==> config.mk <==
export PLATFORM = sky130hd
export DESIGN_NAME = mem_access_ctrl
export DESIGN_NICKNAME = d
export VERILOG_FILES = /design/src/rtl/mem_access_ctrl.sv
export SDC_FILE = /design/constraint.sdc
export NUM_CORES = 1
export LEC_CHECK = 0
export ABC_AREA = 1
export CORE_MARGIN = 2
export CORE_UTILIZATION = 35
export CTS_BUF_LIST = sky130_fd_sc_hd__clkbuf_2 sky130_fd_sc_hd__clkbuf_4 sky130_fd_sc_hd__clkbuf_8
export CTS_CLUSTER_SIZE = 24
export DETAILED_ROUTE_END_ITERATION = 16
export DONT_BUFFER_PORTS = 1
export PLACE_DENSITY = 0.54
export SLEW_MARGIN = 20
export SYNTH_ARGS = -nofsm -noshare
export SYNTH_HDL_FRONTEND = slang
export SYNTH_SLANG_ARGS = --single-unit
==> constraint.sdc <==
create_clock -name clk -period 2 [get_ports clk]
set_input_delay 0 -clock clk [delete_from_list [all_inputs] [get_ports clk]]
set_output_delay 0 -clock clk [all_outputs]
set_load 0.01 [all_outputs]
==> src/rtl/mem_access_ctrl.sv <==
// Initiator for the main_mem data port: takes one CPU read/write at a time,
// drives main_mem for a single access cycle and returns a registered response.
module mem_access_ctrl #(
    parameter int ADDR_W       = 8,
    parameter int DATA_W       = 8,
    parameter int MEM_DEPTH    = 3,
    parameter int STATE_MEMORY = 4
) (
    input  logic              clk,
    input  logic              reset,
    input  logic              req_valid,
    output logic              req_ready,
    input  logic [1:0]        req_op,
    input  logic [ADDR_W-1:0] req_addr,
    input  logic [DATA_W-1:0] req_wdata,
    output logic              resp_valid,
    input  logic              resp_ready,
    output logic [DATA_W-1:0] resp_rdata,
    output logic              resp_err,
    output logic [2:0]        mem_state,
    output logic [ADDR_W-1:0] mem_address,
    output logic [1:0]        mem_op,
    output logic [DATA_W-1:0] mem_store_value,
    input  logic [DATA_W-1:0] mem_load_value
);

    localparam logic [1:0] S_IDLE   = 2'd0;
    localparam logic [1:0] S_ACCESS = 2'd1;
    localparam logic [1:0] S_LOAD   = 2'd2;
    localparam logic [1:0] S_RESP   = 2'd3;

    localparam logic [1:0]      OP_READ = 2'b00;
    localparam logic [2:0]      MEM_EN  = 3'(STATE_MEMORY);
    // one extra bit so MEM_DEPTH == 2**ADDR_W still compares correctly
    localparam logic [ADDR_W:0] DEPTH_C = (ADDR_W+1)'(MEM_DEPTH);

    logic [1:0]        state_q, state_d;
    logic [1:0]        op_q, op_d;
    logic [ADDR_W-1:0] addr_q, addr_d;
    logic [DATA_W-1:0] wdata_q, wdata_d;
    logic [DATA_W-1:0] rdata_q, rdata_d;
    logic              err_q, err_d;
    logic              req_bad;

    // ops 2'b10/2'b11 are illegal, as is anything past the last implemented word
    assign req_bad = ({1'b0, req_addr} >= DEPTH_C) || req_op[1];

    always_comb begin
        state_d = state_q;
        op_d    = op_q;
        addr_d  = addr_q;
        wdata_d = wdata_q;
        rdata_d = rdata_q;
        err_d   = err_q;
        case (state_q)
            S_IDLE: begin
                if (req_valid) begin
                    op_d    = req_op;
                    addr_d  = req_addr;
                    wdata_d = req_wdata;
                    rdata_d = '0;
                    err_d   = req_bad;
                    state_d = req_bad ? S_RESP : S_ACCESS;
                end
            end
            S_ACCESS: state_d = (op_q == OP_READ) ? S_LOAD : S_RESP;
            S_LOAD: begin
                // main_mem registers load_value on the ACCESS closing edge
                rdata_d = mem_load_value;
                state_d = S_RESP;
            end
            S_RESP: begin
                if (resp_ready) state_d = S_IDLE;
            end
            default: state_d = S_IDLE;
        endcase
    end

    always_ff @(posedge clk) begin
        if (reset) begin
            state_q <= S_IDLE;
            op_q    <= '0;
            addr_q  <= '0;
            wdata_q <= '0;
            rdata_q <= '0;
            err_q   <= 1'b0;
        end else begin
            state_q <= state_d;
            op_q    <= op_d;
            addr_q  <= addr_d;
            wdata_q <= wdata_d;
            rdata_q <= rdata_d;
            err_q   <= err_d;
        end
    end

    assign req_ready       = (state_q == S_IDLE);
    assign resp_valid      = (state_q == S_RESP);
    assign resp_rdata      = rdata_q;
    assign resp_err        = err_q;
    assign mem_state       = (state_q == S_ACCESS) ? MEM_EN : 3'd0;
    assign mem_address     = addr_q;
    assign mem_op          = op_q;
    assign mem_store_value = wdata_q;

endmodule

==> run metrics, run 1 <==
Overall Power 2.010 mW; Routability Congestion 0.7187; H-Tree Depth 2; peak supply drop 0.6705 mV; R2R Path Start state_q[0]; number of fill cells 352; status complete, no violations; clock slew at reported path FFs 90 ps; Slew @ Worst Pin 514.2 ps; Reg2Reg Depth 6; post-synthesis sequential area ratio 48.38%; reg-to-reg endpoint resp_rdata[5]; grt ovf 0; Antenna Nets Post-Route 0; row cnt 21; RSZ-0062 raised after global routing no; area grow syn2layout 28.99%; launch point of the worst path state_q[0]; crit path buf inv count 2; # DRC 0; Initial Util 36.24%; HPWL Detailed 1.997 mm; die area 0.003913 sq mm; core area 0.003311 sq mm; worst-path cell chain inv_1 -> ha_1 -> nand2_4 -> buf_4 -> nand3_1 -> a21oi_1; Startpoint Class flip-flop; leakage dissipation 0.6263 nW; nets@finish 213; width of the die 62.55 um; GRT met1 Usage 17.55%; post-synthesis register bit count 29; number of cells on the worst hold path 6; Buffers on Ports 0; Power Density 1299 mW/mm^2; Final setup viols 0; pre-CTS WS 518.9 ps; IO Count 62; global-route usage over all layers 16.15%; CP arrival 1740 ps; Max-slew headroom 65.69%; CP peak stage delay 400 ps; endpoints failing hold 0; met2 usage in global routing 26.88%; setup TNS after final layout 0 ps; largest net degree at the start of global routing 26; Cell Count, Final, Fillers Out 226; maximum clock insertion buffer count 2; Skew-Pair Late Insertion Delay 320 ps; delay-heaviest family, CP flip-flops; hold path startpoint resp_ready; YS warnings 0; busiest layer in global routing met2; Hold EP state_q[0]; CTS tree built; CP Data Required Time 2250 ps; met3 Usage GRT 8.108%; first-pass GRT wire length 4.885 mm; f_max 669.7 MHz; Mean Syn Cell Area 7.842 sq um; routed len/inst 13.44 um; antenna violations before repair 0; Via-to-Cell Ratio 4.841; ratio of cells with drive above 1 in the final layout 8.889%; via count 1094; max-slew violations 0; PostCTS Resize Cnt 0; CP Max Fanout 25; Critical Path Sink Type flip-flop; Slowest-stage cell, CP dfxtp_1; Clock Skew 5.710 ps; Final WS setup 506.8 ps; Syn Inst Count 153; Max-Cap Viols 0; TritonRoute pass-1 iters 4; Post-CTS Hold Buffers 27; period utilization 74.66%; root buffer cell clkbuf_4; Num CTS Buffers 5; vias in the first global route 1035; initial DRC count 68; Synth Cell Area 0.001200 sq mm; DP Cell Count 191; Die Y 62.55 um; Hold Worst Slack 30.83 ps; Reg2Reg Setup Slack 510 ps; Routed Wire Length 3.038 mm; Netlist cell types 20; diode count 0; Post-CTS Setup Bufs 0; clock sinks 29; Hold/Removal Path Class in -> reg; Tmin final 1493 ps; Setup Crit Path Kind reg -> reg
==> worst max-delay path by stage <==
stage                     depth (start not counted)       endpoint
after detailed placement                          6       resp_err
after global placement                            6       resp_err
after global routing                              6       resp_err
final                                             6  resp_rdata[5]
after CTS                                         7     state_q[1]
after floorplan                                   6     state_q[0]
==> cell families after synthesis <==
logic type                 count (synthesis)  share of synthesized area (%)
AOI/OAI and AO/OA                         37                          16.48
adders and majority gates                  4                          4.171
buffers and inverters                     19                          7.925
DFF                                       29                          48.38
other                                      1                         0.3125
and+or+nand+nor                           63                          22.73
==> synthesized netlist by cell type <==
cell type   n  area share [%]
conb_1      1            0.31
clkbuf_4    1            0.63
o21ai_0    21             8.8
ha_1        4             4.2
a21oi_1    12             5.0
nand2_2     3             1.6
dfxtp_1    29              48
buf_2       4             1.7
nand3_1    17             7.1
o21a_1      1            0.63
a21oi_2     1            0.73
nand2_1     4             1.3
nand2_4     1            0.94
o21ai_2     1            0.73
inv_1       8             2.5
inv_2       1            0.31
buf_4       4             2.5
clkbuf_1    1            0.31
nor2_1     38              12
o21bai_1    1            0.63
==> sequential cells by signal, summed over array words and instances (netlist names) <==
signal and count:
resp_err 1, resp_rdata 8, state_q 2, mem_op 2, mem_address 8, mem_store_value 8
==> per-layer routing <==
metal	up-vias	share of wire (%)
met3	4	7.7
met5	-	0
met4	0	1.1
li1	551	-
met1	502	41
met2	37	51
==> through the flow <==
step           cell area (sq um)  utilization, %
2_1_floorplan               1204               -
6_report                    1548           46.75
4_1_cts                     1548           46.75
5_1_grt                     1548           46.75
3_3_place_gp                1207           36.47
3_5_place_dp                1207           36.47
==> final cells by class <==
cell class,instances,area (sq um),area share [%]
Multi-Input combinational cell,106,528.0,34.11
Sequential cell,29,580.6,37.51
Clock inverter,1,5.005,0.3234
Tap cell,46,57.56,3.719
Clock buffer,7,65.06,4.204
Timing Repair Buffer,28,277.8,17.95
Inverter,9,33.78,2.183
==> worst register-to-register path, delay by kind of cell (launching register included) <==
family,cells,cell delay [ps]
simple gates,2,210
fa+ha+maj,1,320
buf+inv,2,340
flops,1,400
compound gates,1,160
==> placed cells by master, fill, tap and decap left out, types with 2 or more instances in the layout <==
cell type,Yosys,final
o21ai_0,21,21
inv_1,8,8
ha_1,4,4
nand2_1,4,4
dfxtp_1,29,29
nor2_1,38,38
nand2_2,3,3
clkbuf_4,1,5
nand3_1,17,17
dlygate4sd3_1,0,27
clkbuf_8,0,2
conb_1,1,2
a21oi_1,12,12
==> where the power goes <==
part	internal [mW]	switching, mW
sequential	0.744	0.192
clock	0.204	0.203
combinational	0.246	0.422
total	1.19	0.817
Note: power is estimated with default switching activity, not from simulation.
==> run 2: changes to the inputs <==
==> constraint.sdc (replaced) <==
create_clock -name clk -period 1.52 [get_ports clk]
set_input_delay 0 -clock clk [delete_from_list [all_inputs] [get_ports clk]]
set_output_delay 0 -clock clk [all_outputs]
set_load 0.01 [all_outputs]
==> run 2 against run 1 <==
Non-clock buffer count rose by 2. Die area did not move. Sequential share of layout area fell by 0.080 points. Core utilization rose by 0.30 points. Wire length rose by 4.8%. Global-route usage rose by 1.4 points. Combinational power rose by 40%. Critical path type unchanged. Largest power group unchanged.
==> run metrics, run 2 (synthesized netlist as in run 1, its figures left out) <==
Buffers on Ports 0 (unchanged); hold path startpoint resp_ready; Startpoint Class flip-flop; RSZ-0062 raised after global routing no; vias in the first global route 1108 (+7.1%); via count 1112 (+1.6%); # DRC 0 (unchanged); grt ovf 0 (unchanged); Clock Skew 5.571 ps (-0.1385 ps); Tmin final 1376 ps (-117.1 ps); die area 0.003913 sq mm (unchanged); Slowest-stage cell, CP dfxtp_2; largest net degree at the start of global routing 22 (-15%); reg-to-reg endpoint resp_rdata[3]; Overall Power 2.627 mW (+31%); CP Max Fanout 8 (-68%); clock sinks 29 (unchanged); global-route usage over all layers 17.54% (+1.4 points); CP arrival 1620 ps (-120 ps); Post-CTS Setup Bufs 0 (unchanged); routed len/inst 13.96 um (+3.9%); Reg2Reg Depth 7 (+1); H-Tree Depth 2 (unchanged); Post-DP Area 0.001215 sq mm (+0.62%); setup TNS after final layout 0 ps (unchanged); Die Y 62.55 um (unchanged); Layout Utilization 47.05% (+0.30 points); crit path buf inv count 3 (+1); CP peak stage delay 340 ps (-60 ps); number of fill cells 329 (-6.5%); post-route cell area 0.001558 sq mm (+0.65%); first-pass GRT wire length 5.313 mm (+8.8%); CTS tree built; row cnt 21 (unchanged); Power Density 1686 mW/mm^2 (+30%); Antenna Nets Post-Route 0 (unchanged); peak supply drop 0.8469 mV (+26%); Setup Crit Path Kind reg -> reg; Num CTS Buffers 5 (unchanged); Critical Path Sink Type flip-flop; clock slew at reported path FFs 80 ps (about the same); Via-to-Cell Ratio 4.877 (+0.75%); Hold EP state_q[0]; core area 0.003311 sq mm (unchanged); most common cell after layout, fill and taps aside nor2_1; Skew-Pair Late Insertion Delay 320 ps (about the same); Routability Congestion 0.7053 (-1.9%); root buffer cell clkbuf_4; leakage dissipation 0.6285 nW (+0.36%); Max-Cap Viols 0 (unchanged); initial DRC count 64 (-5.9%); ratio of cells with drive above 1 in the final layout 10.99% (+2.1 points); most frequent cells in the layout 38 x nor2_1, 28 x dlygate4sd3_1, 27 x dfxtp_1; HPWL Detailed 2.027 mm (+1.5%); diode count 0 (unchanged); Final setup viols 0 (unchanged); Reg2Reg Setup Slack 140 ps (-360 ps); f_max 726.7 MHz (+8.5%); R2R Path Start state_q[1]; endpoints failing hold 0 (unchanged); number of cells on the worst hold path 6 (unchanged); CP Data Required Time 1760 ps (-490 ps); worst-path cell chain inv_1 -> ha_2 -> buf_4 -> inv_1 -> nand2_2 -> nand3_1 -> a21oi_1; maximum clock insertion buffer count 2 (unchanged); width of the die 62.55 um (unchanged); TritonRoute pass-1 iters 4 (unchanged); most frequent cell on the critical path inv_1; antenna violations before repair 0 (unchanged); Hold/Removal Path Class in -> reg; nets@finish 215 (+0.94%); status complete, no violations; period utilization 90.53% (+16 points); IO Count 62 (unchanged); delay-heaviest family, CP flip-flops; Routed Wire Length 3.184 mm (+4.8%); area grow syn2layout 29.82%; max-slew violations 0 (unchanged); Initial Util 36.24% (unchanged)
## run 2: how the worst max path moves through the flow
stage,depth (start not counted),endpoint,startpoint
2_1_floorplan,6,state_q[0],state_q[0]
3_3_place_gp,6,resp_err,state_q[0]
3_5_place_dp,6,resp_err,state_q[1]
4_1_cts,6,resp_err,state_q[1]
5_1_grt,6,mem_address[0],state_q[1]
6_report,7,resp_rdata[3],state_q[1]
## run 2: layout make-up
type                       count  area (sq um)  area share, %
clock inverter                 2         10.01         0.6426
inverter                       9         36.28          2.329
multi-input combinational    106         530.5          34.06
sequential                    29         583.1          37.43
tap                           46         57.56          3.695
clock buffer                   6         45.04          2.892
timing repair buffer          30         295.3          18.96
## run 2: worst register-to-register path: cells and delay by family (launching register included)
family                   cells  cell delay, ps
AO/OA/AOI/OAI                1             160
adder cells (fa/ha/maj)      1             230
buffers and inverters        3             300
flip-flops                   1             340
AND/OR/NAND/NOR              2             250
## run 2: timing repair
item	in CTS	in global routing
hold buffers	28	0
endpoints found under the setup margin	0	23
endpoints found under the hold margin	29	0
resized for setup	0	5
## run 2: stage by stage
| step | std cells | setup WS [ps] | hold WS (ps) |
|---|---|---|---|
| 2_1_floorplan | 154 | 237.0 | 153.1 |
| 3_3_place_gp | 192 | 148.7 | 70.84 |
| 3_5_place_dp | 192 | 76.17 | 72.27 |
| 4_1_cts | 228 | 48.52 | 25.85 |
| 5_1_grt | 228 | 47.61 | 64.26 |
| 6_report | 228 | 143.9 | 31.22 |
## run 2: layer usage
metal,up-vias,wire length (um),track usage [%]
met5,-,0,0
met4,0,59,7.222
li1,553,-,-
met3,9,245,7.207
met1,508,1318,19.75
met2,42,1561,29.30
## run 2: power by group
part | internal (mW) | switching [mW]
clock | 0.194 | 0.256
combinational | 0.357 | 0.578
sequential | 0.986 | 0.257
